## config.mk

```make
export PLATFORM = sky130hd
export DESIGN_NAME = pbit_sweep_scheduler
export DESIGN_NICKNAME = d
export VERILOG_FILES = /design/src/rtl/pbit_sched_pkg.sv /design/src/rtl/pbit_anneal_ctr.sv /design/src/rtl/pbit_sweep_scheduler.sv
export SDC_FILE = /design/constraint.sdc
export NUM_CORES = 1
export LEC_CHECK = 0
export ABC_AREA = 1
export CORE_UTILIZATION = 45
export DETAILED_ROUTE_END_ITERATION = 10
export GPL_TIMING_DRIVEN = 0
export PLACE_DENSITY_LB_ADDON = 0.08
export SYNTH_ARGS = -nofsm -noshare
export SYNTH_HDL_FRONTEND = slang
export SYNTH_HIERARCHICAL = 1
export SYNTH_SLANG_ARGS = --single-unit
```

## constraint.sdc

```tcl
create_clock -name clk -period 2.5 [get_ports clk]
set_input_delay 0.25 -clock clk [delete_from_list [all_inputs] [get_ports clk]]
set_output_delay 0.25 -clock clk [all_outputs]
set_load 0.01 [all_outputs]
```

## src/rtl/pbit_sched_pkg.sv

```systemverilog
// Shared types and constants for the p-bit sweep scheduler.
package pbit_sched_pkg;

    typedef enum logic [2:0] {
        S_IDLE,
        S_STROBE,
        S_SETTLE,
        S_SAMPLE,
        S_DONE
    } sched_state_e;

    localparam logic [1:0] BIT_SHIFT_MAX = 2'd3;

    function automatic bit settle_legal(input int settle);
        return (settle >= 1) && (settle <= 15);
    endfunction

endpackage

```

## src/rtl/pbit_anneal_ctr.sv

```systemverilog
// Annealing code generator: bumps a saturating bit_shift every ANNEAL_SWEEPS sweeps.
module pbit_anneal_ctr
    import pbit_sched_pkg::*;
#(
    parameter int ANNEAL_SWEEPS = 0,
    parameter int CNT_W         = 16
) (
    input  logic       clk,
    input  logic       reset,
    input  logic       clear,
    input  logic       sweep_hs,
    output logic [1:0] bit_shift
);

    localparam bit             EN   = ANNEAL_SWEEPS > 0;
    localparam logic [CNT_W-1:0] WRAP = CNT_W'(EN ? ANNEAL_SWEEPS - 1 : 0);

    logic [CNT_W-1:0] cnt_q, cnt_d;
    logic [1:0]       shift_q, shift_d;

    always_comb begin
        cnt_d   = cnt_q;
        shift_d = shift_q;
        if (clear) begin
            cnt_d   = '0;
            shift_d = '0;
        end else if (EN && sweep_hs) begin
            if (cnt_q == WRAP) begin
                cnt_d = '0;
                if (shift_q != BIT_SHIFT_MAX) shift_d = shift_q + 2'd1;
            end else begin
                cnt_d = cnt_q + CNT_W'(1);
            end
        end
    end

    always_ff @(posedge clk) begin
        if (reset) begin
            cnt_q   <= '0;
            shift_q <= '0;
        end else begin
            cnt_q   <= cnt_d;
            shift_q <= shift_d;
        end
    end

    assign bit_shift = shift_q;

endmodule

```

## src/rtl/pbit_sweep_scheduler.sv

```systemverilog
// Sequential Gibbs sweep sequencer: one-hot p-bit strobes, settle wait, per-sweep sample handshake.
//
// state    | meaning
// ---------+--------------------------------------------------------
// S_IDLE   | waiting for start
// S_STROBE | pbit_clk = 1<<idx for one cycle, settle counter loaded
// S_SETTLE | settle down-count; advance idx or capture sample
// S_SAMPLE | sample offered, p-bits frozen until sample_ready
// S_DONE   | one-cycle done pulse
module pbit_sweep_scheduler
    import pbit_sched_pkg::*;
#(
    parameter int N_BITS        = 5,
    parameter int SETTLE        = 2,
    parameter int SWEEP_W       = 16,
    parameter int ANNEAL_SWEEPS = 0
) (
    input  logic               clk,
    input  logic               reset,
    input  logic               start,
    input  logic [SWEEP_W-1:0] num_sweeps,
    input  logic               abort,
    input  logic [N_BITS-1:0]  state_in,
    input  logic               sample_ready,
    output logic [N_BITS-1:0]  pbit_clk,
    output logic [1:0]         bit_shift,
    output logic               busy,
    output logic               done,
    output logic               sample_valid,
    output logic [N_BITS-1:0]  sample_data,
    output logic [SWEEP_W-1:0] sweep_count
);

    localparam int            IW        = (N_BITS > 1) ? $clog2(N_BITS) : 1;
    localparam logic [IW-1:0] IDX_LAST  = IW'(N_BITS - 1);
    localparam logic [3:0]    SCNT_LOAD = 4'(SETTLE);

    generate
        if (!settle_legal(SETTLE)) begin : g_bad_settle
            $error("pbit_sweep_scheduler: SETTLE must be within 1..15");
        end
    endgenerate

    sched_state_e       state_q, state_d;
    logic [IW-1:0]      idx_q, idx_d;
    logic [3:0]         scnt_q, scnt_d;
    logic [SWEEP_W-1:0] limit_q, limit_d;
    logic [SWEEP_W-1:0] sweep_count_q, sweep_count_d;
    logic [N_BITS-1:0]  sample_data_q, sample_data_d;
    logic [N_BITS-1:0]  pbit_clk_q, pbit_clk_d;
    logic               sample_valid_q, sample_valid_d;
    logic               done_q, done_d;
    logic               busy_q, busy_d;
    logic               sweep_hs;
    logic               anneal_clr;

    always_comb begin
        state_d       = state_q;
        idx_d         = idx_q;
        scnt_d        = scnt_q;
        limit_d       = limit_q;
        sweep_count_d = sweep_count_q;
        sample_data_d = sample_data_q;
        sweep_hs      = 1'b0;
        anneal_clr    = 1'b0;

        // Abort wins over everything, including a same-cycle sample handshake.
        if (abort && (state_q != S_IDLE)) begin
            state_d = S_IDLE;
        end else begin
            case (state_q)
                S_IDLE: begin
                    if (start) begin
                        limit_d       = num_sweeps;
                        sweep_count_d = '0;
                        idx_d         = '0;
                        anneal_clr    = 1'b1;
                        state_d       = (num_sweeps == '0) ? S_DONE : S_STROBE;
                    end
                end
                S_STROBE: begin
                    scnt_d  = SCNT_LOAD;
                    state_d = S_SETTLE;
                end
                S_SETTLE: begin
                    if (scnt_q == 4'd1) begin
                        if (idx_q != IDX_LAST) begin
                            idx_d   = idx_q + IW'(1);
                            state_d = S_STROBE;
                        end else begin
                            sample_data_d = state_in;
                            state_d       = S_SAMPLE;
                        end
                    end else begin
                        scnt_d = scnt_q - 4'd1;
                    end
                end
                S_SAMPLE: begin
                    if (sample_ready) begin
                        sweep_hs      = 1'b1;
                        sweep_count_d = sweep_count_q + SWEEP_W'(1);
                        idx_d         = '0;
                        state_d       = (sweep_count_d == limit_q) ? S_DONE : S_STROBE;
                    end
                end
                S_DONE:  state_d = S_IDLE;
                default: state_d = S_IDLE;
            endcase
        end

        // Outputs are registered off the next state so they line up with the state they describe.
        pbit_clk_d     = (state_d == S_STROBE) ? (N_BITS'(1) << idx_d) : '0;
        sample_valid_d = (state_d == S_SAMPLE);
        done_d         = (state_d == S_DONE);
        busy_d         = (state_d != S_IDLE);
    end

    always_ff @(posedge clk) begin
        if (reset) begin
            state_q        <= S_IDLE;
            idx_q          <= '0;
            scnt_q         <= '0;
            limit_q        <= '0;
            sweep_count_q  <= '0;
            sample_data_q  <= '0;
            pbit_clk_q     <= '0;
            sample_valid_q <= 1'b0;
            done_q         <= 1'b0;
            busy_q         <= 1'b0;
        end else begin
            state_q        <= state_d;
            idx_q          <= idx_d;
            scnt_q         <= scnt_d;
            limit_q        <= limit_d;
            sweep_count_q  <= sweep_count_d;
            sample_data_q  <= sample_data_d;
            pbit_clk_q     <= pbit_clk_d;
            sample_valid_q <= sample_valid_d;
            done_q         <= done_d;
            busy_q         <= busy_d;
        end
    end

    pbit_anneal_ctr #(
        .ANNEAL_SWEEPS(ANNEAL_SWEEPS),
        .CNT_W        (SWEEP_W)
    ) u_anneal (
        .clk      (clk),
        .reset    (reset),
        .clear    (anneal_clr),
        .sweep_hs (sweep_hs),
        .bit_shift(bit_shift)
    );

    assign pbit_clk     = pbit_clk_q;
    assign sample_valid = sample_valid_q;
    assign sample_data  = sample_data_q;
    assign done         = done_q;
    assign busy         = busy_q;
    assign sweep_count  = sweep_count_q;

endmodule

```

[Word level (Yosys, flattened, before mapping)]
Index checks and enable logic that the tools add are counted.
Storage, ports and cells
  flip-flop bits (word level): 55
  logic and storage cells: 60
Cells by class
  add/sub/neg operators: 3
  eq/ne operators: 12
  shift-type cells: 1
  mux-type cells: 19
  bitwise logic cells: 3
  reductions and logical operators: 12
Operators by type and width (number)
  $mux W3: 11
  $mux W16: 2
  $pmux W16 S2: 1
  $add A16 B1 Y16 const B: 1
  $eq A16 B16 Y1: 1
  $logic_not A16 Y1: 1
  $pmux W3 S4: 1
  $eq A3 B2 Y1 const B: 3
  $pmux W3 S3: 1
  $pmux W4 S2: 1
  $reduce_and A4 Y1: 2
  $eq A3 B1 Y1 const B: 2
  $ne A2 B2 Y1 const B: 3
  $reduce_and A3 Y1: 2
  $reduce_bool A3 Y1: 2
  $shl A1 B3 Y5 const A: 1
  $eq A4 B1 Y1 const B: 1
  $mux W4: 1
  $reduce_bool A2 Y1: 2
  $sub A4 B1 Y4 const B: 1
  $add A3 B1 Y3 const B: 1
  $eq A3 B3 Y1 const B: 1
  $logic_not A3 Y1: 1
  $ne A3 B3 Y1 const B: 1
  other kinds (4): 6

[Depth between registers and ports, before layout]
Gate-level depths: netlist of the first run.
  word-level depth: 9
  mapped depth: 19

[Modules after synthesis]
Netlist of the first run, hierarchy kept.
Modules (own cells, without submodules)
  pbit_sweep_scheduler: instances 1, cells an instance 462, area an instance 2975.4 µm², seq. area each 1101.1 µm²
  pbit_anneal_ctr: instances 1, cells an instance 3, area an instance 18.8 µm², seq. area each 0.0 µm²

[Least setup slack after synthesis of the first run]
Ideal clock, no wire load.
  kind: flip-flop to flip-flop
  start point: register sweep_count_q[0] (netlist: sweep_count[0])
  end point: register pbit_clk_q[1] (netlist: pbit_clk[1])
  setup time: 126 ps
  arrival time: 1886 ps
  required time: 2374 ps
  setup slack: 488 ps
  cell stages (with the launch flop): 16
  path buffers: 0
  clock period less this slack: 2012 ps
  cells stage by stage: dfxtp_1 ha_1 nand2_2 nor2_4 nand2_1 o21ai_0 nand2_1 xor2_1 nor2_1 nand3_2 nand2_1 nand2_2 nand3_2 nor2_2 nand3_1 nor2_1
On the way
  word-level cells in the longest chain between the ends: 9
RTL lines
  from (decl): RTL line pbit_sweep_scheduler.sv:48  | logic [SWEEP_W-1:0] sweep_count_q, sweep_count_d;
  from (signal assigned): RTL line pbit_sweep_scheduler.sv:135  | sweep_count_q <= sweep_count_d;
  $add A16 B1 Y16: RTL line pbit_sweep_scheduler.sv:101  | sweep_count_d = sweep_count_q + SWEEP_W'(1);
  $eq A16 B16 Y1: RTL line pbit_sweep_scheduler.sv:103  | state_d = (sweep_count_d == limit_q) ? S_DONE : S_STROBE;
  $mux W3: RTL line pbit_sweep_scheduler.sv:103
  $mux W3: RTL line pbit_sweep_scheduler.sv:99  | if (sample_ready) begin
  $pmux W3 S4: RTL line pbit_sweep_scheduler.sv:71  | case (state_q)
  $mux W3: RTL line pbit_sweep_scheduler.sv:68  | if (abort && (state_q != S_IDLE)) begin
  $eq A3 B1 Y1: RTL line pbit_sweep_scheduler.sv:112  | pbit_clk_d = (state_d == S_STROBE) ? (N_BITS'(1) << idx_d) : '0;
  $not A1 Y1 (no line)
  $reduce_or A2 Y1 (no line)
  to (signal assigned): RTL line pbit_sweep_scheduler.sv:137  | pbit_clk_q <= pbit_clk_d;
  to (decl): RTL line pbit_sweep_scheduler.sv:50  | logic [N_BITS-1:0] pbit_clk_q, pbit_clk_d;
Every way passes these cells.
A chain may end at the register's enable or synchronous reset.

[Final worst setup path of the first run]
  start point: register sweep_count_q[1] (netlist: sweep_count[1])
  end point: register pbit_clk_q[3] (netlist: pbit_clk[3])
The elaborated chain is that of the path after synthesis.

==> metrics.md, run 1 <==
| Metric | Value |
|---|---|
| Final Hold Viols | `0` |
| Pin count of the biggest net entering global routing | `16` |
| Last weighted congestion value of the routability-driven placer | `0.8891` |
| Warning count from the yosys run | `6` |
| Post-layout minimum cycle time | `2.244 ns` |
| CTS clk-pin slew, worst paths | `0.10 ns` |
| Setup slack of the critical path after layout | `0.2557 ns` |
| FF-to-FF End | `pbit_clk[3]` |
| Final ANT Viol Nets | `0` |
| Router iterations before antenna repair | `4` |
| Clk Latency, worst-skew pair | `0.31 ns` |
| Vias per Instance | `5.068` |
| Placed insts | `596` |
| Number of cells on the worst hold path | `2` |
| Worst-case hold slack | `0.1658 ns` |
| Type of the worst setup path | `reg2reg` |
| Setup TNS after final layout | `0 ns` |
| Critical path fanouts, max | `6` |
| Core Area | `6386 sq um` |
| Share of post-route cells with drive strength above 1 | `0.07008` |
| Synthesis-to-layout area growth | `25.74%` |
| Number of buffers created by CTS | `5` |
| Mapped Cells | `465` |
| Worst r2r src | `sweep_count[1]` |
| Number of rows created at floorplan | `29` |
| Remaining design rule violation count | `0` |
| Run status | `completed` |
| Clock Tree Root | `sky130_fd_sc_hd__clkbuf_8` |
| Per-instance average area after synthesis | `6.439 sq um` |
| Setup violations, final | `0` |
| Total area of multi-input combinational cells | `1615 sq um` |
| Top_reg_cell synth | `sky130_fd_sc_hd__dfxtp_1` |
| Unrepaired setup endpoints after global routing | `false` |
| Final routed wire length divided by cell count | `12.63 microns` |
| Post-synth design cell area | `2994 sq um` |
| Area of all sequential standard cells | `1109 sq um` |
| Total power of the final layout | `1.799 mW` |
| Aggregate global routing overflow | `0` |
| Worst relative slew slack | `0.5796` |
| Slew Viols, Final | `0` |
| Quantity of I/O buffers inserted on ports | `53` |
| Kind of end point of the critical path | `flop` |
| Startpoint kind of the worst setup timing path | `flop` |
| Worst-case register-to-register setup slack | `0.26 ns` |
| Hold Startpoint | `reset` |
| Slew at the pin closest to its max-slew limit | `0.6307 ns` |
| Drt initial violations | `114` |
| Worst Clk Skew | `0.008685 ns` |
| Filler instances | `682` |
| Max Cap Violations | `0` |
| Hold Path End | `sweep_count[1]` |
| Initial cell density of the core | `0.4688` |
| Timing-limited maximum frequency | `0.4456 GHz` |
| Antenna violations before repair | `0` |
| Final net count | `559` |
| Number of synthesized flops with an enable pin | `0` |
| Sequential-to-total area share from yosys stat | `0.3677` |
| CTS tree | `done` |
| VDD IR-drop max | `0.3635 mV` |
| Number of primary I/O pins | `57` |
| Maximum root-to-sink buffer count | `2` |
| PwrDens | `477.8 nW/um^2` |
| Horizontal extent of the die | `83.57 microns` |
| Total vias in the final route | `3066` |
| Total die area | `6984 sq um` |
| Class of the tightest hold or removal check | `in2reg` |
| Post-route fraction of the period consumed by the critical path | `0.8977` |
| Via count of the first global-routing pass | `2812` |
| Layout Cells excl Fill | `605` |
| LEAKAGE | `1.484 nW` |
| Unique masters post-synth | `31` |
| Final Routed Wirelength | `7.639 mm` |
| Setup WS pre-CTS | `0.1164 ns` |
| CTS sink count | `55` |
| Worst path arrival time | `2.43 ns` |
| Global-route wire length before repair | `12.77 mm` |
| Proportion of synthesized flip-flops having asynchronous set or reset | `0` |
| Depth of the worst register-to-register path | `18` |
| Global-route usage over all layers | `0.2237` |
| Height of the chip | `83.57 microns` |
| H-tree levels | `2` |
| Final antenna diode count | `0` |
| Required time of the worst setup path | `2.69 ns` |
| Detail Placement HPWL | `5.917 mm` |
| Number of flip-flops and latches in the synthesized netlist | `55` |
## metal layers
layer,routed length [microns],GRT usage,up-vias
met5,0,0,-
met4,68,0.05239,0
met3,230,0.03462,6
met2,3870,0.4080,48
met1,3470,0.2746,1397
li1,-,-,1615
## timing repair
action                                  CTS  global route
buffers inserted                          0             2
endpoints found under the setup margin    0            11
gates resized for setup                   0            10
hold buffers                              0             0
## layout make-up
| type | count | area share |
|---|---|---|
| clock inverter | 1 | 0.001329 |
| tap | 77 | 0.02559 |
| sequential | 55 | 0.2944 |
| buffer | 12 | 0.01496 |
| multi-input combinational | 331 | 0.4290 |
| timing repair buffer | 55 | 0.1449 |
| clock buffer | 6 | 0.02193 |
| inverter | 68 | 0.06780 |
## worst max-delay path, cell delays in order (launching register included)
cell,delay (ns)
sky130_fd_sc_hd__dfxtp_4,0.38
sky130_fd_sc_hd__ha_2,0.21
sky130_fd_sc_hd__nand2_2,0.10
sky130_fd_sc_hd__nor2_4,0.21
sky130_fd_sc_hd__nand2_1,0.07
sky130_fd_sc_hd__nand2_1,0.10
sky130_fd_sc_hd__nand2_1,0.06
sky130_fd_sc_hd__nand2_1,0.06
sky130_fd_sc_hd__nand2_1,0.05
sky130_fd_sc_hd__nor2_1,0.13
sky130_fd_sc_hd__nand2_1,0.07
sky130_fd_sc_hd__nor2_1,0.15
sky130_fd_sc_hd__nand3_2,0.11
sky130_fd_sc_hd__nand2_1,0.09
sky130_fd_sc_hd__nand2_2,0.08
sky130_fd_sc_hd__nand3_4,0.10
sky130_fd_sc_hd__nor2_4,0.05
sky130_fd_sc_hd__nand3_1,0.08
sky130_fd_sc_hd__nor2_1,0.04
## layout by cell type, fill, tap and decap left out
| cell type | count |
|---|---|
| sky130_fd_sc_hd__a211oi_1 | 1 |
| sky130_fd_sc_hd__a21oi_1 | 30 |
| sky130_fd_sc_hd__a22oi_1 | 1 |
| sky130_fd_sc_hd__a311oi_1 | 1 |
| sky130_fd_sc_hd__a31oi_1 | 2 |
| sky130_fd_sc_hd__buf_4 | 5 |
| sky130_fd_sc_hd__clkbuf_1 | 9 |
| sky130_fd_sc_hd__clkbuf_8 | 6 |
| sky130_fd_sc_hd__clkdlybuf4s50_1 | 53 |
| sky130_fd_sc_hd__clkinv_2 | 1 |
| sky130_fd_sc_hd__conb_1 | 2 |
| sky130_fd_sc_hd__dfxtp_1 | 53 |
| sky130_fd_sc_hd__dfxtp_4 | 2 |
| sky130_fd_sc_hd__ha_1 | 4 |
| sky130_fd_sc_hd__ha_2 | 1 |
| sky130_fd_sc_hd__inv_1 | 67 |
| sky130_fd_sc_hd__inv_2 | 1 |
| sky130_fd_sc_hd__nand2_1 | 107 |
| sky130_fd_sc_hd__nand2_2 | 4 |
| sky130_fd_sc_hd__nand3_1 | 41 |
| sky130_fd_sc_hd__nand3_2 | 2 |
| sky130_fd_sc_hd__nand3_4 | 2 |
| sky130_fd_sc_hd__nand3b_1 | 2 |
| sky130_fd_sc_hd__nand4_1 | 12 |
| sky130_fd_sc_hd__nor2_1 | 62 |
| sky130_fd_sc_hd__nor2_2 | 7 |
| sky130_fd_sc_hd__nor2_4 | 4 |
| sky130_fd_sc_hd__nor3_1 | 4 |
| sky130_fd_sc_hd__nor3_2 | 2 |
| sky130_fd_sc_hd__nor3b_1 | 1 |
| sky130_fd_sc_hd__nor4_1 | 1 |
| sky130_fd_sc_hd__o211ai_1 | 1 |
| sky130_fd_sc_hd__o21ai_0 | 30 |
| sky130_fd_sc_hd__o21ai_1 | 4 |
| sky130_fd_sc_hd__o311ai_0 | 1 |
| sky130_fd_sc_hd__xnor2_1 | 1 |
| sky130_fd_sc_hd__xor2_1 | 1 |
## power breakdown
group          switching (mW)  internal (mW)  leakage (nW)
sequential             0.0247          0.924         0.450
clock                   0.287          0.219        0.0470
combinational           0.211          0.134         0.988
## Yosys cell counts (2+ instances only)
| cell type | count | share of area |
|---|---|---|
| sky130_fd_sc_hd__inv_1 | 67 | 0.084 |
| sky130_fd_sc_hd__dfxtp_1 | 55 | 0.37 |
| sky130_fd_sc_hd__nand3_1 | 42 | 0.070 |
| sky130_fd_sc_hd__nand3b_1 | 2 | 0.0050 |
| sky130_fd_sc_hd__ha_1 | 5 | 0.021 |
| sky130_fd_sc_hd__clkbuf_1 | 9 | 0.011 |
| sky130_fd_sc_hd__a21oi_1 | 30 | 0.050 |
| sky130_fd_sc_hd__nor2_2 | 8 | 0.017 |
| sky130_fd_sc_hd__nand4_1 | 12 | 0.025 |
| sky130_fd_sc_hd__nor2_4 | 3 | 0.011 |
| sky130_fd_sc_hd__o21ai_1 | 4 | 0.0067 |
| sky130_fd_sc_hd__o21ai_0 | 30 | 0.050 |
| sky130_fd_sc_hd__a31oi_1 | 2 | 0.0042 |
| sky130_fd_sc_hd__nand2_1 | 107 | 0.13 |
| sky130_fd_sc_hd__nor2_1 | 62 | 0.078 |
| sky130_fd_sc_hd__nor3_1 | 6 | 0.010 |
| sky130_fd_sc_hd__nand3_2 | 2 | 0.0067 |
| sky130_fd_sc_hd__nand2_2 | 4 | 0.0084 |
| sky130_fd_sc_hd__buf_4 | 3 | 0.0075 |
## worst max-delay path by stage
stage,from,end,slack [ns],depth (start not counted)
after floorplan,sweep_count[0],pbit_clk[1],0.49,15
after global placement,sweep_count[0],pbit_clk[1],0.17,16
after detailed placement,sweep_count[0],pbit_clk[1],0.12,18
after CTS,sweep_count[0],pbit_clk[1],0.10,18
after global routing,state_q[2],sweep_count[8],0.01,9
final,sweep_count[1],pbit_clk[3],0.26,18
## cell families after synthesis
family,after synthesis,share of synthesized area
other,1,0.001252
adders and majority gates,5,0.02089
and+or+nand+nor,251,0.3757
AOI/OAI and AO/OA,71,0.1245
xor gates and xnor gates,2,0.005851
DFF,55,0.3677
buffers and inverters,80,0.1041
## flip-flops by register name, summed over array words and instances (netlist names)
name / count
idx_q: 3
sweep_count: 16
sample_data: 5
scnt_q: 4
state_q: 3
busy: 1
done: 1
pbit_clk: 5
limit_q: 16
sample_valid: 1
## per-stage QoR
| stage | utilization | area, sq um |
|---|---|---|
| detailed placement | 0.5676 | 3625 |
| floorplan | - | 2998 |
| finish | 0.5895 | 3765 |
| global placement | 0.5676 | 3625 |
| CTS | 0.5813 | 3712 |
| global route | 0.5895 | 3765 |
(Power assumes the default switching activity.)
==> run 2: changes to the inputs <==
--- a/config.mk
+++ b/config.mk
@@ -10,6 +10,7 @@
 export DETAILED_ROUTE_END_ITERATION = 10
 export GPL_TIMING_DRIVEN = 0
 export PLACE_DENSITY_LB_ADDON = 0.08
+export SLEW_MARGIN = 10
 export SYNTH_ARGS = -nofsm -noshare
 export SYNTH_HDL_FRONTEND = slang
 export SYNTH_HIERARCHICAL = 1
==> results of run 2 <==
The final DEF is identical to that of run 1; final timing and power are the same.
==> run 3: changes to the inputs <==
--- a/config.mk
+++ b/config.mk
@@ -9,7 +9,7 @@
 export CORE_UTILIZATION = 45
 export DETAILED_ROUTE_END_ITERATION = 10
 export GPL_TIMING_DRIVEN = 0
-export PLACE_DENSITY_LB_ADDON = 0.08
+export PLACE_DENSITY = 0.79
 export SLEW_MARGIN = 10
 export SYNTH_ARGS = -nofsm -noshare
 export SYNTH_HDL_FRONTEND = slang
==> run 3 against run 2 <==
Effect of this change: global-route usage shrank 0.48 points; non-clock buffer count shrank 2; clock skew decreased by 0.00066 ns; utilization down 0.29 points; worst setup slack lost 0.029 ns; count of clock-buffer cells in the layout fell by 1; critical path depth stayed put; flip-flop and latch count unchanged; worst hold slack got worse by 0.0039 ns; first-iteration DRC count increased by 120%; largest cell class unchanged; final area fell by 0.50%; highest routed layer unchanged; maximum frequency shrank 1.3%.
==> metrics.md, run 3 (synthesis results as in run 1) <==
| Metric | Value |
|---|---|
| LEAKAGE | `1.474 nW (was 1.484 nW)` |
| Number of buffers created by CTS | `5 (unchanged)` |
| Last weighted congestion value of the routability-driven placer | `0.9162 (was 0.8891)` |
| Post-CTS repair timing setup buffer count | `0 (unchanged)` |
| H-tree levels | `2 (unchanged)` |
| Number of rows created at floorplan | `29 (unchanged)` |
| Router iterations before antenna repair | `5 (was 4)` |
| Slew at the pin closest to its max-slew limit | `0.5732 ns (was 0.6307 ns)` |
| Horizontal extent of the die | `83.57 microns (unchanged)` |
| Maximum root-to-sink buffer count | `2 (unchanged)` |
| Share of post-route cells with drive strength above 1 | `0.06464 (was 0.07008)` |
| Depth of the worst register-to-register path | `18 (unchanged)` |
| Final Routed Wirelength | `7.569 mm (was 7.639 mm)` |
| Via count of the first global-routing pass | `2815 (was 2812)` |
| Post-route fraction of the period consumed by the critical path | `0.9095 (was 0.8977)` |
| CTS tree | `done (unchanged)` |
| Worst Clk Skew | `0.008020 ns (was 0.008685 ns)` |
| Final ANT Viol Nets | `0 (unchanged)` |
| Quantity of I/O buffers inserted on ports | `53 (unchanged)` |
| Setup violations, final | `0 (unchanged)` |
| Startpoint kind of the worst setup timing path | `flop (unchanged)` |
| Number of primary I/O pins | `57 (unchanged)` |
| Antenna violations before repair | `0 (unchanged)` |
| PwrDens | `499.3 nW/um^2 (was 477.8 nW/um^2)` |
| Final routed wire length divided by cell count | `12.55 microns (was 12.63 microns)` |
| Clock Tree Root | `sky130_fd_sc_hd__clkbuf_8 (unchanged)` |
| Vias per Instance | `5.247 (was 5.068)` |
| Kind of end point of the critical path | `flop (unchanged)` |
| Worst path arrival time | `2.46 ns (was 2.43 ns)` |
| Timing-limited maximum frequency | `0.4398 GHz (was 0.4456 GHz)` |
| Number of cells on the worst hold path | `2 (unchanged)` |
| Buffers and inverters on the worst path | `0 (unchanged)` |
| Most used cells in the layout excluding fill and tap cells | `sky130_fd_sc_hd__nand2_1, sky130_fd_sc_hd__inv_1, sky130_fd_sc_hd__nor2_1, sky130_fd_sc_hd__dfxtp_1, sky130_fd_sc_hd__clkdlybuf4s50_1 (unchanged)` |
| Height of the chip | `83.57 microns (unchanged)` |
| Pin count of the biggest net entering global routing | `17 (was 16)` |
| Synthesis-to-layout area growth | `25.11% (was 25.74%)` |
| Total vias in the final route | `3164 (was 3066)` |
| Layout Cells excl Fill | `603 (was 605)` |
| Class of the tightest hold or removal check | `in2reg (unchanged)` |
| Core Area | `6386 sq um (unchanged)` |
| Critical path fanouts, max | `7 (was 6)` |
| Clk Latency, worst-skew pair | `0.31 ns (about the same)` |
| Top cell family by delay on the critical path | `simple AND/OR/NAND/NOR gates (unchanged)` |
| Detail Placement HPWL | `5.822 mm (was 5.917 mm)` |
| Worst-case register-to-register setup slack | `0.23 ns (was 0.26 ns)` |
| Final antenna diode count | `0 (unchanged)` |
| Placed insts | `596 (unchanged)` |
| Final standard cell utilization of the core | `0.5866 (was 0.5895)` |
| Global-route wire length before repair | `12.50 mm (was 12.77 mm)` |
| Setup TNS after final layout | `0 ns (unchanged)` |
| CTS Hold Buffers Added | `0 (unchanged)` |
| Final Hold Viols | `0 (unchanged)` |
| Drt initial violations | `248 (was 114)` |
| Slew Viols, Final | `0 (unchanged)` |
| Instance count on the critical path | `18 (unchanged)` |
| Unrepaired setup endpoints after global routing | `false (unchanged)` |
| Global-route usage over all layers | `0.2189 (was 0.2237)` |
| Standard cell with the maximum stage delay on the critical path | `sky130_fd_sc_hd__dfxtp_4 (unchanged)` |
| Initial cell density of the core | `0.4688 (unchanged)` |
| Area of all sequential standard cells | `1106 sq um (was 1109 sq um)` |
| Required time of the worst setup path | `2.69 ns (about the same)` |
| CP max stage delay | `0.40 ns (was 0.38 ns)` |
| Post-layout minimum cycle time | `2.274 ns (was 2.244 ns)` |
| Max Cap Violations | `0 (unchanged)` |
| Total die area | `6984 sq um (unchanged)` |
| Cells along the critical path | `ha_2 > nand2_2 > nor2_4 > nand2_1 > nand2_1 > nand2_1 > nand2_1 > nand2_1 > nor2_1 > nand2_1 > nor2_2 > nand3_2 > nand2_1 > nand2_2 > nand3_2 > nor2_2 > nand3_1 > nor2_1 (was ha_2 > nand2_2 > nor2_4 > nand2_1 > nand2_1 > nand2_1 > nand2_1 > nand2_1 > nor2_1 > nand2_1 > nor2_1 > nand3_2 > nand2_1 > nand2_2 > nand3_4 > nor2_4 > nand3_1 > nor2_1)` |
| Worst relative slew slack | `0.6178 (was 0.5796)` |
| Remaining design rule violation count | `0 (unchanged)` |
| Type of the worst setup path | `reg2reg (unchanged)` |
| CTS sink count | `55 (unchanged)` |
| Aggregate global routing overflow | `0 (unchanged)` |
| Total area of multi-input combinational cells | `1595 sq um (was 1615 sq um)` |
| Commonest non-fill, non-tap cell in the layout | `sky130_fd_sc_hd__nand2_1 (unchanged)` |
| CTS clk-pin slew, worst paths | `0.09 ns (was 0.10 ns)` |
| VDD IR-drop max | `0.3579 mV (was 0.3635 mV)` |
| Final net count | `557 (was 559)` |
| Run status | `completed (unchanged)` |
| Critical path's most frequent cell | `sky130_fd_sc_hd__nand2_1 (unchanged)` |
| Filler instances | `585 (was 682)` |
-- run 3: cell types whose count changed in the layout (fill, tap and decap cells not counted) --
cell / before / now
sky130_fd_sc_hd__buf_4: 5 / 3
sky130_fd_sc_hd__bufinv_16: 0 / 1
sky130_fd_sc_hd__clkbuf_8: 6 / 5
sky130_fd_sc_hd__clkinv_2: 1 / 0
sky130_fd_sc_hd__clkinvlp_4: 0 / 1
sky130_fd_sc_hd__dfxtp_2: 0 / 1
sky130_fd_sc_hd__dfxtp_4: 2 / 1
sky130_fd_sc_hd__nand3_1: 41 / 42
sky130_fd_sc_hd__nand3_4: 2 / 1
sky130_fd_sc_hd__nor2_1: 62 / 61
sky130_fd_sc_hd__nor2_2: 7 / 9
sky130_fd_sc_hd__nor2_4: 4 / 3
sky130_fd_sc_hd__nor3_1: 4 / 5
sky130_fd_sc_hd__nor3_2: 2 / 1
-- run 3: metal layers --
metal / GRT usage / part of all wire / routed length (microns) / vias up
met4: 0.08629 / 0.026 / 200 / 0
met2: 0.3888 / 0.51 / 3835 / 106
met1: 0.2623 / 0.42 / 3168 / 1428
met5: 0 / 0 / 0 / -
li1: - / - / - / 1610
met3: 0.03561 / 0.048 / 364 / 20
-- run 3: power breakdown --
| group | switching (mW) | internal (mW) | leakage [nW] |
|---|---|---|---|
| combinational | 0.211 | 0.131 | 0.975 |
| sequential | 0.0263 | 0.925 | 0.449 |
| clock | 0.285 | 0.293 | 0.0502 |
| total | 0.522 | 1.35 | 1.47 |
-- run 3: per-stage QoR --
step,hold WS [ns],area (sq um),setup slack [ns],power [mW]
after floorplan,0.3849,2998,0.4879,1.185
final,0.1619,3746,0.2262,1.871
after global routing,0.1546,3746,0.02196,1.965
after global placement,0.4560,3625,0.1926,1.296
after detailed placement,0.4618,3625,0.1135,1.305
after CTS,0.1620,3731,0.1014,1.882
-- run 3: worst register-to-register path, stage by stage, from the launching register on --
cell                      delay [ns]
sky130_fd_sc_hd__dfxtp_4        0.40
sky130_fd_sc_hd__ha_2           0.21
sky130_fd_sc_hd__nand2_2        0.10
sky130_fd_sc_hd__nor2_4         0.22
sky130_fd_sc_hd__nand2_1        0.08
sky130_fd_sc_hd__nand2_1        0.11
sky130_fd_sc_hd__nand2_1        0.06
sky130_fd_sc_hd__nand2_1        0.05
sky130_fd_sc_hd__nand2_1        0.04
sky130_fd_sc_hd__nor2_1         0.15
sky130_fd_sc_hd__nand2_1        0.08
sky130_fd_sc_hd__nor2_2         0.13
sky130_fd_sc_hd__nand3_2        0.10
sky130_fd_sc_hd__nand2_1        0.08
sky130_fd_sc_hd__nand2_2        0.06
sky130_fd_sc_hd__nand3_2        0.10
sky130_fd_sc_hd__nor2_2         0.05
sky130_fd_sc_hd__nand3_1        0.09
sky130_fd_sc_hd__nor2_1         0.05
-- run 3: path summary, 6_finish.rpt --
| check | start | end |
|---|---|---|
| min | reset | sweep_count[1] |
| max reg2reg | sweep_count[0] | pbit_clk[3] |
| min reg2reg | limit_q[15] | limit_q[15] |
| max | sweep_count[0] | pbit_clk[3] |
-- run 3: cell type report --
class                      instances  area share
inverter                          68     0.06814
clock buffer                       5     0.01837
multi-input combinational        331      0.4259
buffer                            12     0.01503
sequential                        55      0.2953
tap                               77     0.02572
timing repair buffer              53      0.1416
clock inverter                     2     0.01002
-- run 3: timing repair --
item                                    4_1_cts  5_1_grt
gates resized for setup                       0        6
endpoints found under the setup margin        0        9
hold endpoints to repair                      0        0
